File: src/rtl/ring_decoder.sv
// Receive-side ring-code decoder: one-hot/rotation checker with lock FSM and fault counter.
// Optional RING_DEC_REV_CNT_EN adds a 16-bit revolution counter output (rev_cnt).
module ring_decoder #(
  parameter int unsigned N        = 4,
  parameter int unsigned LOCK_LEN = 2,
  parameter int unsigned HOLD_OK  = 1,
  localparam int unsigned W       = (N > 1) ? $clog2(N) : 1
) (
  input  logic         clk,
  input  logic         rst,
  input  logic [0:N-1] ring_in,
  input  logic         ring_vld,
  output logic [W-1:0] idx,
  output logic         idx_vld,
  output logic         locked,
  output logic         onehot_err,
  output logic         seq_err,
`ifdef RING_DEC_REV_CNT_EN
  output logic [15:0]  rev_cnt,
`endif
  output logic [7:0]   err_cnt
);

  localparam int unsigned CW = $clog2(N + 1);
  localparam logic [3:0] LockLen = 4'(LOCK_LEN);

  typedef enum logic [1:0] {StUnlocked, StLocked, StFault} state_e;

  state_e         state_q, state_d;
  logic [W-1:0]   idx_q, idx_d;
  logic           idx_vld_q, idx_vld_d;
  logic           onehot_err_q, onehot_err_d;
  logic           seq_err_q, seq_err_d;
  logic [7:0]     err_cnt_q, err_cnt_d;
  logic [3:0]     lock_cnt_q, lock_cnt_d;

  logic [W-1:0]   dec_idx;
  logic [CW-1:0]  ones;
  logic           is_onehot;
  logic [W-1:0]   next_idx;
  logic           step_ok;
  logic [7:0]     err_inc;

`ifdef RING_DEC_REV_CNT_EN
  logic [15:0]    rev_cnt_q, rev_cnt_d;
  logic           wrap;
  assign wrap    = (idx_q == W'(N - 1)) && (dec_idx == '0);
  assign rev_cnt = rev_cnt_q;
`endif

  always_comb begin
    dec_idx = '0;
    ones    = '0;
    for (int unsigned i = 0; i < N; i++) begin
      if (ring_in[i]) begin
        dec_idx = W'(i);
        ones    = ones + CW'(1);
      end
    end
  end

  assign is_onehot = (ones == CW'(1));
  assign next_idx  = (idx_q == W'(N - 1)) ? '0 : idx_q + W'(1);
  assign step_ok   = (dec_idx == next_idx) || ((HOLD_OK != 0) && (dec_idx == idx_q));
  assign err_inc   = (err_cnt_q == 8'hFF) ? err_cnt_q : err_cnt_q + 8'd1;

  always_comb begin
    state_d      = state_q;
    idx_d        = idx_q;
    idx_vld_d    = 1'b0;
    onehot_err_d = 1'b0;
    seq_err_d    = 1'b0;
    err_cnt_d    = err_cnt_q;
    lock_cnt_d   = lock_cnt_q;
`ifdef RING_DEC_REV_CNT_EN
    rev_cnt_d    = rev_cnt_q;
`endif
    if (ring_vld) begin
      if (!is_onehot) begin
        onehot_err_d = 1'b1;
        lock_cnt_d   = 4'd0;
        if (state_q == StLocked) begin
          state_d   = StFault;
          err_cnt_d = err_inc;
        end
      end else begin
        idx_vld_d = 1'b1;
        idx_d     = dec_idx;
        case (state_q)
          StLocked: begin
            if (!step_ok) begin
              seq_err_d  = 1'b1;
              state_d    = StFault;
              err_cnt_d  = err_inc;
              lock_cnt_d = 4'd1;
            end
`ifdef RING_DEC_REV_CNT_EN
            else if (wrap) begin
              rev_cnt_d = rev_cnt_q + 16'd1;
            end
`endif
          end
          default: begin
            // An empty count means this sample starts a fresh acquisition attempt.
            if ((lock_cnt_q == 4'd0) || !step_ok) begin
              lock_cnt_d = 4'd1;
            end else begin
              lock_cnt_d = lock_cnt_q + 4'd1;
            end
            if (lock_cnt_d >= LockLen) begin
              state_d = StLocked;
            end
          end
        endcase
      end
    end
  end

  always_ff @(posedge clk) begin
    if (rst) begin
      state_q      <= StUnlocked;
      idx_q        <= '0;
      idx_vld_q    <= 1'b0;
      onehot_err_q <= 1'b0;
      seq_err_q    <= 1'b0;
      err_cnt_q    <= 8'd0;
      lock_cnt_q   <= 4'd0;
`ifdef RING_DEC_REV_CNT_EN
      rev_cnt_q    <= 16'd0;
`endif
    end else begin
      state_q      <= state_d;
      idx_q        <= idx_d;
      idx_vld_q    <= idx_vld_d;
      onehot_err_q <= onehot_err_d;
      seq_err_q    <= seq_err_d;
      err_cnt_q    <= err_cnt_d;
      lock_cnt_q   <= lock_cnt_d;
`ifdef RING_DEC_REV_CNT_EN
      rev_cnt_q    <= rev_cnt_d;
`endif
    end
  end

  assign idx        = idx_q;
  assign idx_vld    = idx_vld_q;
  assign locked     = (state_q == StLocked);
  assign onehot_err = onehot_err_q;
  assign seq_err    = seq_err_q;
  assign err_cnt    = err_cnt_q;

endmodule

File: config.mk
export PLATFORM = sky130hd
export DESIGN_NAME = ring_decoder
export DESIGN_NICKNAME = d
export VERILOG_FILES = /design/src/rtl/ring_decoder.sv
export SDC_FILE = /design/constraint.sdc
export NUM_CORES = 1
export LEC_CHECK = 0
export CAP_MARGIN = 20
export CELL_PAD_IN_SITES_DETAIL_PLACEMENT = 0
export CELL_PAD_IN_SITES_GLOBAL_PLACEMENT = 1
export CORE_ASPECT_RATIO = 1.1
export CORE_UTILIZATION = 42
export DETAILED_ROUTE_END_ITERATION = 10
export PLACE_DENSITY_LB_ADDON = 0.3
export RECOVER_POWER = 50
export SLEW_MARGIN = 20
export SYNTH_ARGS = -nofsm -noshare
export SYNTH_HDL_FRONTEND = slang
export SYNTH_SLANG_ARGS = --single-unit
File: constraint.sdc
create_clock -name clk -period 3.7 [get_ports clk]
set_input_delay 0.74 -clock clk [delete_from_list [all_inputs] [get_ports clk]]
set_output_delay 0.74 -clock clk [all_outputs]
set_load 0.02 [all_outputs]
==> results of run 1 <==
## registers in the layout, indices dropped and copies added, names as in the netlist
signal      cells
err_cnt         8
idx             2
idx_vld         1
lock_cnt_q      4
onehot_err      1
seq_err         1
state_q         2
## worst max-delay path, delay by kind of cell
kind                       cells  cell delay, ns
AOI/OAI and AO/OA              3            0.59
xor gates and xnor gates       1            0.22
and+or+nand+nor                3            0.71
buffers and inverters          3            0.59
adders and majority gates      2            0.63
## power breakdown
group / internal (mW) / switching (mW)
combinational: 0.0359 / 0.0476
sequential: 0.209 / 0.00439
clock: 0.0404 / 0.0721
total: 0.285 / 0.124
## per-layer routing
metal	wire length [µm]	track usage, %	up-vias	share of wire, %
met4	35	6.59	0	1.3
met3	83	3.08	5	3.2
li1	-	-	583	-
met1	1300	26.4	509	50
met5	0	0	-	0
met2	1200	28.7	24	46
## final timing paths
check	startpoint	to	slack [ns]	cells past startpoint
max	ring_in[1]	lock_cnt_q[3]	0.48	12
max reg2reg	idx[0]	lock_cnt_q[1]	1.45	7
min reg2reg	err_cnt[7]	err_cnt[7]	0.52	2
min	err_cnt[7]	err_cnt[7]	0.52	2
## through the flow
step           hold slack (ns)  worst slack [ns]  cell area, µm²  util [%]
2_1_floorplan            0.494             0.926            1260         -
3_3_place_gp             0.494             0.292            1480      52.9
3_5_place_dp             0.503             0.205            1480      52.9
4_1_cts                  0.522             0.531            1510      53.9
5_1_grt                  0.549             0.219            1500      53.6
6_report                 0.519             0.479            1500      53.6
## kinds of logic after synthesis
group | after synthesis
adders and majority gates | 7
and+or+nand+nor | 56
buffers and inverters | 17
muxes | 6
AOI/OAI and AO/OA | 40
xor gates and xnor gates | 4
DFF | 19
## area by class of cell
class | instances | area share, %
Sequential cell | 19 | 25.3
Clock inverter | 1 | 0.333
Clock buffer | 3 | 1.50
Inverter | 12 | 3.00
Timing Repair Buffer | 22 | 14.3
Multi-Input combinational cell | 113 | 52.8
Tap cell | 33 | 2.75
## cell usage in the layout (no fill, tap or decap), drive strengths merged, types with 2 or more instances in the layout
cell type / count
mux2i: 5
nor4b: 2
o21ai: 8
nand3b: 2
inv: 12
nor2: 13
xnor2: 3
clkbuf: 3
or3: 4
clkdlybuf4s50: 6
a2111oi: 2
or2: 2
dfxtp: 19
dlygate4sd3: 14
nand4: 2
buf: 2
ha: 7
o21ba: 2
a21o: 4
a31oi: 5
and4bb: 2
nand3: 5
nor3: 2
nand2: 9
and2: 2
a21oi: 13
nand2b: 2
o211ai: 2
==> flow_summary_export.csv, run 1 <==
group,metric,value,unit
clock_tree,clkTransAtPathRegs,0.12,ns
detailed_routing,drt_iter0_markers,28,
grt,grt_pass1_wl,4490,µm
logic_synthesis,yosysSeqAreaShare,30.3,%
setup_path,crit_slowest_cell,"clkdlybuf4s50_1",
grt,grt_usage,18.9,%
detailed_routing,vias,1121,
floorplan,die-area,0.00321,mm²
detailed_routing,post-route-drc-count,0,
logic_synthesis,syn_nets,163,
detailed_routing,wl,2620,µm
setup_path,worstPathCellList,"clkdlybuf4s50_1 > inv_1 > ha_1 > xnor2_1 > inv_1 > ha_1 > nor2b_1 > a211oi_1 > nor2_1 > nand2_1 > a2111oi_0 > a21o_1",
grt,overflow,0,
sta,skew,0.00847,ns
sta,slew_headroom,55.3,%
logic_synthesis,synthAdderAreaFrac,6.97,%
logic_synthesis,synth_warnings,0,
layout,finalNonFillerCells,203,
logic_synthesis,synth_cells,149,
floorplan,fp.dieH,59.4,µm
min_path,min_path_type,"flop to flop",
power,power_density,272,mW/mm²
sta,slew_viol_final,0,
sta,setup_tns,0,ns
setup_path,end_kind,"flop",
clock_tree,cts_tree,"built",
layout,nFillCells,273,
logic_synthesis,synth_top_family_by_area,"simple AND/OR/NAND/NOR gates",
placement,port_buffers,20,
power,peakVddDrop,131,µV
detailed_routing,drtPass1Iterations,4,
sta,finalHoldViolations,0,
grt,antenna_found_initial,0,
clock_tree,cts_made_buffers,3,
setup_path,crit_fanout,8,
sta,rsz0062_at_grt,"false",
logic_synthesis,synth_cell_types,47,
logic_synthesis,synth_area,0.00126,mm²
setup_path,path_class,"input port to flop",
logic_synthesis,synth_top_area_share,30.3,%
grt,grt_max_degree,21,
logic_synthesis,yosys-top-cells-area,"dfxtp_1 30%, ha_1 7.0%, a21oi_1 4.8%, inv_1 3.6%, nor2_1 3.6%",
outcome,outcome,"completed",
power,cellLeakagePower,0.613,nW
logic_synthesis,synthMuxAreaShare,5.88,%
clock_tree,clock_latency,0.31,ns
layout,nNetsFinal,185,
clock_tree,cts-resized-gates,0,
sta,setup_viol,0,
layout,area_growth_syn_to_layout,19.6,%
floorplan,initial_core_util,44.8,%
flow_run,max_cap_viol_count,0,
clock_tree,hold_buffers,0,
logic_synthesis,yosysTopAreaCell,"dfxtp_1",
detailed_routing,wire_per_inst,12.9,µm
clock_tree,cts_setup_buffers,0,
setup_path,crit_arrival,3.49,ns
layout,n_antenna_cell,0,
setup_path,startpoint_type,"input port",
floorplan,ioPinCount,21,
logic_synthesis,ys_seq_elements,19,
logic_synthesis,synthTopCellsByCount,"19 x dfxtp_1, 12 x a21oi_1, 12 x inv_1, 12 x nor2_1, 9 x nand2_1",
logic_synthesis,synth-compound-area-share,21.0,%
logic_synthesis,yosys.area_share.simple,27.1,%
logic_synthesis,synthXorXnorAreaFrac,2.79,%
sta,tightestPinTransition,0.668,ns
floorplan,rows,20,
clock_tree,cts_buffer_depth,2,
setup_path,required,3.97,ns
setup_path,max_stage_delay,0.47,ns
sta,fin_crit_sh,87.0,%
floorplan,die_x,54.1,µm
logic_synthesis,yosysMostFrequentCell,"dfxtp_1",
clock_tree,cts_sinks,19,
layout,regArea,380,µm²
logic_synthesis,avgSynthCellArea,8.43,µm²
floorplan,core_area,0.00280,mm²
layout,multi_input_area,793,µm²
placement,place_hpwl,2000,µm
clock_tree,root_buffer,"clkbuf_4",
sta,fin_crit,3.22,ns
grt,first_global_vias,1019,
layout,drive_above_1_share,9.41,%
placement,place.gp.congestion,0.811,
logic_synthesis,synth_edf_count,0,
logic_synthesis,ys.flop_type,"dfxtp_1",
sta,fmax,0.310,GHz
detailed_routing,routed_via_density,5.52,
placement,place_inst,199,
power,finalPower,0.409,mW
logic_synthesis,postSynth.asyncResetShare,0,%
clock_tree,h-tree-depth,1,
detailed_routing,ant_nets,0,
(Power assumes the default switching activity.)
==> inputs of run 2 (changes only) <==
Settings changed: GPL_TIMING_DRIVEN set to 0, PLACE_DENSITY_LB_ADDON 0.3 to 0.1.
==> flow_summary_export.csv, run 2 (synthesis gave the netlist of run 1 again) <==
group,metric,value,unit
grt,overflow,0,
flow_run,max_cap_viol_count,0,
outcome,outcome,"completed",
clock_tree,cts-resized-gates,0,
layout,nFillCells,288,
setup_path,path_class,"input port to flop",
grt,antenna_found_initial,0,
floorplan,ioPinCount,21,
floorplan,core_area,0.00280,mm²
clock_tree,h-tree-depth,1,
clock_tree,cts_tree,"built",
clock_tree,clock_latency,0.30,ns
layout,final_common_cell,"dfxtp_1",
clock_tree,cts_sinks,19,
setup_path,rr_worst_depth,7,
power,power_density,269,mW/mm²
clock_tree,root_buffer,"clkbuf_4",
detailed_routing,vias,1156,
sta,setup_tns,0,ns
floorplan,die_x,54.1,µm
setup_path,worstPathCellList,"clkdlybuf4s50_1 > inv_1 > ha_1 > xnor2_1 > inv_1 > ha_1 > nor2b_1 > a211oi_1 > o21ba_2 > a21oi_2 > or4_1 > a21oi_1",
setup_path,cp_top_family,"compound AO/OA/AOI/OAI gates",
clock_tree,cts_made_buffers,3,
min_path,whs_path_depth,2,
layout,multi_input_area,796,µm²
detailed_routing,drt_iter0_markers,29,
clock_tree,clkTransAtPathRegs,0.12,ns
floorplan,fp.dieH,59.4,µm
detailed_routing,routed_via_density,5.61,
grt,grt_usage,19.4,%
sta,slew_viol_final,0,
sta,fin_crit_sh,92.0,%
sta,rsz0062_at_grt,"false",
setup_path,max_stage_delay,0.59,ns
layout,largest_register_ffs,8,
setup_path,required,3.94,ns
placement,place_inst,202,
grt,grt_pass1_wl,4640,µm
setup_path,crit_fanout,10,
sta,skew,0.000932,ns
setup_path,end_kind,"flop",
detailed_routing,ant_nets,0,
setup_path,startpoint_type,"input port",
placement,port_buffers,20,
setup_path,cp_num_buf_inv,3,
setup_path,path_depth,12,
sta,slew_headroom,66.6,%
clock_tree,cts_setup_buffers,0,
floorplan,rows,20,
placement,place.gp.congestion,0.761,
sta,tightestPinTransition,0.499,ns
floorplan,initial_core_util,44.8,%
detailed_routing,wl,2610,µm
sta,finalHoldViolations,0,
detailed_routing,drtPass1Iterations,4,
sta,setup_viol,0,
detailed_routing,post-route-drc-count,0,
clock_tree,cts_buffer_depth,2,
clock_tree,hold_buffers,0,
power,peakVddDrop,156,µV
layout,drive_above_1_share,9.83,%
setup_path,crit_slowest_cell,"clkdlybuf4s50_1",
layout,nNetsFinal,188,
layout,regArea,380,µm²
layout,area_growth_syn_to_layout,21.0,%
min_path,min_path_type,"flop to flop",
setup_path,crit_arrival,3.65,ns
floorplan,die-area,0.00321,mm²
layout,final_util,54.2,%
layout,n_antenna_cell,0,
power,cellLeakagePower,0.618,nW
sta,fin_crit,3.41,ns
grt,grt_max_degree,12,
power,finalPower,0.409,mW
placement,place_hpwl,1980,µm
grt,first_global_vias,1061,
layout,finalNonFillerCells,206,
sta,fmax,0.294,GHz
layout,mostFrequentLayoutCells,"19 x dfxtp_1, 14 x dlygate4sd3_1, 12 x inv_1, 12 x a21oi_1, 12 x nor2_1",
detailed_routing,wire_per_inst,12.7,µm
==> run 2: cell types whose count changed in the layout (fill, tap and decap cells not counted), sizes merged <==
cell	delta
clkbuf	+3
==> run 2: layer usage <==
| metal | part of all wire [%] | wire length [µm] | global-route usage (%) |
|---|---|---|---|
| met4 | 0.73 | 19 | 6.59 |
| met3 | 3.6 | 93 | 3.33 |
| met1 | 48 | 1260 | 25.2 |
| met2 | 47 | 1240 | 31.9 |
| met5 | 0 | 0 | 0 |
==> run 2: worst paths after layout <==
kind                            startpoint       endpoint  slack (ns)
worst max-delay path            ring_in[1]     err_cnt[6]        0.29
worst min-delay path            err_cnt[7]     err_cnt[7]        0.52
worst max register to register      idx[0]  lock_cnt_q[1]        1.54
worst min register to register  err_cnt[7]     err_cnt[7]        0.52
==> run 2: area by class of cell <==
| type | instances | share of cell area [%] |
|---|---|---|
| Timing Repair Buffer | 20 | 13.2 |
| Multi-Input combinational cell | 113 | 52.3 |
| Inverter | 12 | 2.96 |
| Clock buffer | 3 | 1.48 |
| Buffer | 5 | 1.98 |
| Tap cell | 33 | 2.72 |
| Clock inverter | 1 | 0.329 |
| Sequential cell | 19 | 25.0 |
==> run 2: report_power, final <==
group	switching, mW	internal, mW	leakage (nW)	total [mW]
clock	0.0704	0.0403	0.0177	0.111
combinational	0.0487	0.0369	0.446	0.0857
sequential	0.00442	0.209	0.154	0.213
total	0.124	0.286	0.618	0.409
==> run 2: tightest hold or removal path, stage by stage (launching register included) <==
cell and delay, ns:
dfxtp_1 0.35, o21ai_0 0.07, a21oi_1 0.06
==> run 2: metrics by stage <==
stage,hold slack (ns),worst slack [ns],area [µm²]
after floorplan,0.494,0.926,1260
after global placement,0.497,0.122,1500
after detailed placement,0.501,0.0384,1500
after CTS,0.518,0.362,1530
after global routing,0.548,0.0901,1520
final,0.517,0.295,1520
==> inputs of run 3 (changes only) <==
Settings changed: SETUP_SLACK_MARGIN set to 0.02.
==> results of run 3 <==
The final DEF is identical to that of run 2; final timing and power are the same.
